`src/rtl/argmax_classifier_if.sv`:
```
// Stream interface for argmax_classifier: score beats in, one class result out.
// With ARGMAX_TOP2_EN defined, the result also carries out_margin.
interface argmax_classifier_if #(
    parameter int DATA_W = 16,
    parameter int IDX_W  = 10
);
    // Both channels use valid/ready: a transfer happens on a rising clk edge where
    // valid and ready are both 1. Once the sender raises valid, it holds valid and
    // the payload steady until that transfer happens.
    logic              in_valid;
    logic              in_ready;
    logic [DATA_W-1:0] in_data;
    logic              in_last;
    logic              out_valid;
    logic              out_ready;
    logic [IDX_W-1:0]  out_class;
    logic [DATA_W-1:0] out_score;
    logic              out_len_err;
`ifdef ARGMAX_TOP2_EN
    logic [DATA_W-1:0] out_margin;
`endif

    modport master (
        output in_valid, in_data, in_last, out_ready,
        input  in_ready, out_valid, out_class, out_score, out_len_err
`ifdef ARGMAX_TOP2_EN
        , input out_margin
`endif
    );

    modport slave (
        input  in_valid, in_data, in_last, out_ready,
        output in_ready, out_valid, out_class, out_score, out_len_err
`ifdef ARGMAX_TOP2_EN
        , output out_margin
`endif
    );
endinterface

```
`src/rtl/argmax_classifier.sv`:
```
// Streaming argmax over NUM_CLASSES unsigned scores; ties keep the lowest index.
// Define ARGMAX_TOP2_EN to also report the winner's margin over the runner-up.
module argmax_classifier #(
    parameter int NUM_CLASSES = 1024,
    parameter int DATA_W      = 16,
    parameter int IDX_W       = 10
) (
    input  logic                clk,
    input  logic                rst_n,
    argmax_classifier_if.slave  bus,
    output logic                dbg_state_o
);
    typedef enum logic {ACCUM = 1'b0, HOLD = 1'b1} state_e;

    localparam logic [IDX_W-1:0] LAST_IDX = IDX_W'(NUM_CLASSES - 1);

    state_e            state_q;
    logic [IDX_W-1:0]  cnt_q;
    logic [DATA_W-1:0] best_score_q, best_score_d;
    logic [IDX_W-1:0]  best_idx_q, best_idx_d;
    logic              in_ready_q;
    logic              out_valid_q;
    logic [IDX_W-1:0]  out_class_q;
    logic [DATA_W-1:0] out_score_q;
    logic              out_len_err_q;
    logic              accept;
    logic              at_last_idx;
    logic              final_beat;

    assign accept      = bus.in_valid && in_ready_q;
    assign at_last_idx = (cnt_q == LAST_IDX);
    assign final_beat  = bus.in_last || at_last_idx;

    // The first beat always loads, so a stale best from an earlier vector never leaks in.
    always_comb begin
        best_score_d = best_score_q;
        best_idx_d   = best_idx_q;
        if (cnt_q == '0) begin
            best_score_d = bus.in_data;
            best_idx_d   = '0;
        end else if (bus.in_data > best_score_q) begin
            best_score_d = bus.in_data;
            best_idx_d   = cnt_q;
        end
    end

`ifdef ARGMAX_TOP2_EN
    logic [DATA_W-1:0] second_q, second_d;
    logic [DATA_W-1:0] out_margin_q;

    always_comb begin
        second_d = second_q;
        if (cnt_q == '0) begin
            second_d = '0;
        end else if (bus.in_data > best_score_q) begin
            second_d = best_score_q;
        end else if (bus.in_data > second_q) begin
            second_d = bus.in_data;
        end
    end

    always_ff @(posedge clk) begin
        if (!rst_n) begin
            second_q     <= '0;
            out_margin_q <= '0;
        end else if (state_q == ACCUM && accept) begin
            second_q <= second_d;
            if (final_beat) out_margin_q <= best_score_d - second_d;
        end
    end

    assign bus.out_margin = out_margin_q;
`endif

    always_ff @(posedge clk) begin
        if (!rst_n) begin
            state_q       <= ACCUM;
            cnt_q         <= '0;
            best_score_q  <= '0;
            best_idx_q    <= '0;
            in_ready_q    <= 1'b1;
            out_valid_q   <= 1'b0;
            out_class_q   <= '0;
            out_score_q   <= '0;
            out_len_err_q <= 1'b0;
        end else begin
            case (state_q)
                ACCUM: begin
                    if (accept) begin
                        best_score_q <= best_score_d;
                        best_idx_q   <= best_idx_d;
                        if (final_beat) begin
                            cnt_q         <= '0;
                            out_class_q   <= best_idx_d;
                            out_score_q   <= best_score_d;
                            out_len_err_q <= bus.in_last != at_last_idx;
                            in_ready_q    <= 1'b0;
                            out_valid_q   <= 1'b1;
                            state_q       <= HOLD;
                        end else begin
                            cnt_q <= cnt_q + IDX_W'(1);
                        end
                    end
                end
                HOLD: begin
                    if (bus.out_ready) begin
                        in_ready_q  <= 1'b1;
                        out_valid_q <= 1'b0;
                        state_q     <= ACCUM;
                    end
                end
                default: state_q <= ACCUM;
            endcase
        end
    end

    assign bus.in_ready    = in_ready_q;
    assign bus.out_valid   = out_valid_q;
    assign bus.out_class   = out_class_q;
    assign bus.out_score   = out_score_q;
    assign bus.out_len_err = out_len_err_q;
    assign dbg_state_o     = (state_q == HOLD);
endmodule
```
`src/flat_wrapper.sv`:
```
// flat-port wrapper written by rule: the top's interface ports become plain ports
module argmax_classifier_flat 
#(
    parameter int NUM_CLASSES = 1024,
    parameter int DATA_W      = 16,
    parameter int IDX_W       = 10
)
  (clk, rst_n, dbg_state_o, bus_in_valid, bus_in_data, bus_in_last, bus_out_ready, bus_in_ready, bus_out_valid, bus_out_class, bus_out_score, bus_out_len_err);
  argmax_classifier_if #(.DATA_W(DATA_W), .IDX_W(IDX_W)) bus_i ();
  input  logic clk;
  input  logic rst_n;
  output logic dbg_state_o;
  input wire logic [$bits(bus_i.in_valid)-1:0] bus_in_valid;
  input wire logic [$bits(bus_i.in_data)-1:0] bus_in_data;
  input wire logic [$bits(bus_i.in_last)-1:0] bus_in_last;
  input wire logic [$bits(bus_i.out_ready)-1:0] bus_out_ready;
  output wire logic [$bits(bus_i.in_ready)-1:0] bus_in_ready;
  output wire logic [$bits(bus_i.out_valid)-1:0] bus_out_valid;
  output wire logic [$bits(bus_i.out_class)-1:0] bus_out_class;
  output wire logic [$bits(bus_i.out_score)-1:0] bus_out_score;
  output wire logic [$bits(bus_i.out_len_err)-1:0] bus_out_len_err;
  assign bus_i.in_valid = bus_in_valid;
  assign bus_i.in_data = bus_in_data;
  assign bus_i.in_last = bus_in_last;
  assign bus_i.out_ready = bus_out_ready;
  assign bus_in_ready = bus_i.in_ready;
  assign bus_out_valid = bus_i.out_valid;
  assign bus_out_class = bus_i.out_class;
  assign bus_out_score = bus_i.out_score;
  assign bus_out_len_err = bus_i.out_len_err;
  argmax_classifier #(.NUM_CLASSES(NUM_CLASSES), .DATA_W(DATA_W), .IDX_W(IDX_W)) u_core (.clk(clk), .rst_n(rst_n), .bus(bus_i), .dbg_state_o(dbg_state_o));
endmodule
```
`config.mk`:
```
export PLATFORM = sky130hd
export DESIGN_NAME = argmax_classifier_flat
export DESIGN_NICKNAME = d
export VERILOG_FILES = /design/src/rtl/argmax_classifier_if.sv /design/src/rtl/argmax_classifier.sv /design/src/flat_wrapper.sv
export SDC_FILE = /design/constraint.sdc
export NUM_CORES = 1
export LEC_CHECK = 0
export BUFFER_PORTS_ARGS = -buffer_cell sky130_fd_sc_hd__buf_2
export CAP_MARGIN = 15
export CORE_AREA = 8 8 85 87
export CTS_CLUSTER_DIAMETER = 200
export DETAILED_ROUTE_END_ITERATION = 7
export DIE_AREA = 0 0 93 95
export PLACE_DENSITY = 0.73
export SYNTH_ARGS = -nofsm -noshare
export SYNTH_HDL_FRONTEND = slang
export SYNTH_SLANG_ARGS = --single-unit
```
`constraint.sdc`:
```
create_clock -name clk -period 2.56 [get_ports clk]
set_input_delay 0.512 -clock clk [delete_from_list [all_inputs] [get_ports clk]]
set_output_delay 0.512 -clock clk [all_outputs]
set_load 0.02 [all_outputs]
```
# [Yosys cells after proc, flatten, opt, wreduce, memory -nomap -nowiden]
# Cells that the tools add are included.
# W data, S select, Z words.
[word_totals] regBits=66 out_inout_bits=30
[classes] n_reduce_logical=6 n_addsub=1 order_cmp=1 mux=17 eq_ne=5 bitwise_logic=1
[ops] cell="$mux W16" count=2
[ops] cell="$mux W10" count=3
[ops] cell="$gt A16 B16 Y1" count=1
[ops] cell="$add A10 B1 Y10 const B" count=1
[ops] cell="$eq A10 B10 Y1 const B" count=1
[ops] cell="$logic_not A10 Y1" count=1
[ops] cell="$mux W1" count=9
[ops] cell="$pmux W1 S2" count=3
[ops] cell="$reduce_and A3 Y1" count=2
[ops] cell="$ne A2 B1 Y1 const B" count=2
[ops] cell="$ne A2 B2 Y1 const B" count=1
[ops] cell="$reduce_and A2 Y1" count=1
[ops] cell="$logic_and A1 B1 Y1" count=1
[ops] cell="$logic_or A1 B1 Y1" count=1
[ops] cell="$ne A1 B1 Y1" count=1
[ops] cell="$not A1 Y1" count=1

# [Depth between registers and ports, before layout]
[depth] word_depth=5 depth_mapped=9 mapped_depth_nobuf=8

# [Worst setup path before layout]
# OpenSTA, ideal clock, no wires.
[synth_timing] path_type="input -> register" startpoint="input port bus_in_data[11]" endpoint="register u_core.out_score_q[0] (netlist: u_core.bus.out_score[0])" setup_time_ps=122 setup_slack_ps=231 cell_stages=8 n_path_buf=1 arrival_ps=2208 path_cell_list="ha_1 > and4_4 > and2_1 > a22oi_2 > a31oi_4 > o21a_4 > buf_6 > a221o_1"
[synth_between] elab_chain_cells=3
[synth_lines] element="start: declaration" line_no="flat_wrapper.sv:14" text="input wire logic [$bits(bus_i.in_data)-1:0] bus_in_data;"
[synth_lines] element="$gt A16 B16 Y1" line_no="argmax_classifier.sv:41" text="end else if (bus.in_data > best_score_q) begin"
[synth_lines] element="$mux W16" line_no="argmax_classifier.sv:41"
[synth_lines] element="$mux W16" line_no="argmax_classifier.sv:38" text="if (cnt_q == '0) begin"
[synth_lines] element="end signal: assignment" line_no="argmax_classifier.sv:95" text="out_score_q <= best_score_d;"
[synth_lines] element="end: declaration" line_no="argmax_classifier.sv:24" text="logic [DATA_W-1:0] out_score_q;"
# Every way passes these cells.
# A chain may end at the register's enable or synchronous reset.

# [Final worst setup path]
[layout_timing] startpoint="register u_core.best_score_q[15]" endpoint="register u_core.out_score_q[11] (netlist: u_core.bus.out_score[11])"
[layout_between] elab_chain_cells=3
[layout_lines] element="start: declaration" line_no="argmax_classifier.sv:19" text="logic [DATA_W-1:0] best_score_q, best_score_d;"
[layout_lines] element="start signal: assignment" line_no="argmax_classifier.sv:90" text="best_score_q <= best_score_d;"
[layout_lines] element="$gt A16 B16 Y1" line_no="argmax_classifier.sv:41"
[layout_lines] element="$mux W16" line_no="argmax_classifier.sv:41"
[layout_lines] element="$mux W16" line_no="argmax_classifier.sv:38"
# Every way passes these cells.

==> key figures <==
Outcome
  • Status: completed

Drt
  • M1 wire length: 3190 um
  • Met2 wire length: 3500 um
  • Total Routed Length: 7120 um
  • Iteration-0 DRC count of the detailed router: 92
  • Number of remaining DRC errors: 0
  • Uppermost layer routed: met4
  • Antenna Nets Post-Route: 0
  • DR vias/cell: 5.43
  • Routed via count: 2561
  • Met3 WL: 323 um
  • Routed len/inst: 15.1 um
  • DRT Pass-1 Iters: 4

STA
  • Actual slew at the worst max-slew pin: 372 ps
  • RSZ-0062 raised after global routing: no
  • Hold Slack: 423 ps
  • Clock skew: 6.16 ps
  • Crit share post-route: 0.876
  • Slew headroom: 0.752
  • Final hold violations: 0
  • F_max: 446 MHz
  • Final WS setup: 317 ps
  • TNS Setup: 0 ps
  • # setup viols final: 0
  • Final slew viol count: 0
  • Final min period: 2240 ps

Clock network
  • Clk sink count: 66
  • Clock transition at path regs: 70 ps
  • CTS buffer count: 9
  • Clk_lat worst skew: 340 ps
  • CTS Buffer Depth: 2
  • Post-CTS resize count: 0
  • Postcts setup bufs: 0
  • H-tree Lvls: 3
  • Root Buffer: clkbuf_8
  • CTS Hold Buffers Added: 0
  • CTS tree: done

Finish
  • Area Growth Syn to Fin: 20.1%
  • Fraction of layout cells with a size suffix above 1: 0.224
  • Total Nets Final: 432
  • Commonest non-fill, non-tap cell in the layout: dfxtp_1
  • Most frequent cells in the layout: dfxtp_1, nand2_1, buf_2
  • Fin util: 0.639
  • Inserted Diodes: 0

Global routing
  • Wire length of the first global-routing pass: 12200 um
  • Global route total overflow: 0
  • Gr usage total: 0.172
  • Initial antenna violation count: 0
  • Largest net degree at the start of global routing: 32
  • Vias in the first global route: 2674

Yosys
  • Adder-Cell Fraction of Synth Area: 0.0768
  • Fraction of registers with async set/reset: 0
  • Mux cell area share after synthesis: 0.0841
  • Unique cell type count in the Yosys netlist: 42
  • Complex-gate fraction of the synthesized area: 0.168
  • Syn. warnings: 0
  • Syn Area/Cell: 9.26 um2
  • Main synth FF type: dfxtp_1
  • Net Count, Synth: 374
  • Simple-Gate Fraction of Synth Area: 0.169
  • Post-synth EDFFs: 0
  • Largest family of logic cells by synthesized area: simple AND/OR/NAND/NOR gates
  • Xor/xnor share of the synthesized area: 0.0170
  • Instance count of the mapped netlist: 334
  • Post-synthesis sequential area ratio: 0.427
  • Post-Syn Area: 3090 um2
  • Yosys reg bits: 66

Pwr
  • Leak: 1.66 nW
  • Power Density: 689 nW/um2
  • Maximum vdd drop: 0.374 mV

Min path
  • WHS Endpoint: u_core.bus.out_score[10]$_SDFFE_PN0P_
  • Hold Path Origin: bus_in_data[10]
  • Hold Path Stages: 2
  • Worst hold path type: input port to flip-flop

Critical path
  • Required time worst endpoint: 2790 ps
  • Worst EP arrival: 2470 ps
  • Worst r2r dst: u_core.bus.out_score[11]$_SDFFE_PN0P_
  • Worst setup EP type: flip-flop
  • Startpoint Class: flip-flop
  • Launch point of the worst reg-to-reg path: u_core.best_score_q[15]$_SDFFE_PN0P_
  • CP max FO: 12
  • Register-to-register setup slack: 320 ps
  • CP Class: flip-flop to flip-flop
  • Worst r2r path cells: 9

Die
  • Die Height: 95 um
  • Starting density of the core: 0.532
  • Die area: 8840 um2
  • Std cell rows: 28
  • Ports: 51
  • Die width: 93 um
  • Area of the core: 5820 um2

Job
  • Max-Cap Viols: 0

Place
  • GPL Wtd Cong: 0.804
  • DP HPWL: 5180 um
  • Dpl ws: 95.0 ps
  • Port Buffers: 50
[sequential cells by signal (all words and copies together) (netlist names)]
register / count
u_core.best_idx_q: 10
u_core.best_score_q: 16
u_core.bus.in_ready: 1
u_core.bus.out_class: 10
u_core.bus.out_len_err: 1
u_core.bus.out_score: 16
u_core.bus.out_valid: 1
u_core.cnt_q: 10
u_core.dbg_state_o: 1
[cells in the mapped netlist, types with 3 or more instances]
cell type / instances / area, um2
a21oi_1: 10 / 50.1
a221o_1: 16 / 160
a31o_1: 3 / 26.3
a32o_1: 7 / 70.1
and3_1: 5 / 31.3
buf_6: 3 / 33.8
clkbuf_1: 12 / 45.0
dfxtp_1: 66 / 1320
ha_1: 19 / 238
inv_1: 23 / 86.3
mux2i_1: 26 / 260
nand2_1: 61 / 229
nand3_1: 3 / 15.0
nor2_1: 11 / 41.3
nor3_1: 16 / 80.1
o21ai_0: 15 / 75.1
or3_1: 3 / 18.8
xor2_1: 5 / 43.8
[kinds of logic after synthesis]
logic type | after synthesis
adders and majority gates | 19
DFF | 66
buffers and inverters | 40
muxes | 26
xor gates and xnor gates | 6
AOI/OAI and AO/OA | 65
and+or+nand+nor | 112
[metrics by stage]
step                      cells  power [mW]  cell area, um2
after CTS                   472        2.58            3720
after floorplan             334        1.39            3090
after global routing        472        2.67            3720
after global placement      456        1.51            3470
final                       472        2.56            3720
after detailed placement    456        1.52            3470
[where the power goes]
group / switching [mW] / leakage (nW) / total [mW] / internal [mW]
logic: 0.233 / 1.00 / 0.399 / 0.166
registers: 0.0276 / 0.537 / 1.10 / 1.07
clock network: 0.417 / 0.123 / 1.06 / 0.647
total: 0.677 / 1.66 / 2.56 / 1.88
[how the worst max path moves through the flow]
stage | from | endpoint | slack (ps)
floorplan | bus_in_data[11] | u_core.bus.out_score[0]$_SDFFE_PN0P_ | 230
global placement | bus_in_data[11] | u_core.bus.out_score[2]$_SDFFE_PN0P_ | 160
detailed placement | bus_in_data[15] | u_core.bus.out_score[4]$_SDFFE_PN0P_ | 90
CTS | u_core.best_score_q[15]$_SDFFE_PN0P_ | u_core.bus.out_score[11]$_SDFFE_PN0P_ | 330
global route | u_core.cnt_q[4]$_SDFFE_PN0P_ | u_core.bus.out_score[0]$_SDFFE_PN0P_ | 190
finish | u_core.best_score_q[15]$_SDFFE_PN0P_ | u_core.bus.out_score[11]$_SDFFE_PN0P_ | 320
[cell type report]
cell class / count / area, um2
multi-input combinational: 228 / 1590
clock buffer: 9 / 124
inverter: 23 / 86.3
timing repair buffer: 64 / 380
fill: 537 / 2100
tap: 75 / 93.8
clock inverter: 7 / 118
sequential: 66 / 1320
[worst max-delay path, cell delays in order, from the launching register on]
cell	delay [ps]
dfxtp_1	340
inv_1	60
ha_1	310
and4_4	270
nand3_1	90
a21o_1	200
a31oi_4	270
buf_4	250
nor3_1	70
a221o_1	270
[layer usage]
metal,vias up,GRT usage
li1,1301,-
met1,1196,0.192
met2,53,0.308
met3,11,0.0357
met4,0,0.0832
met5,-,0
Power figures use the tool's default switching activity.
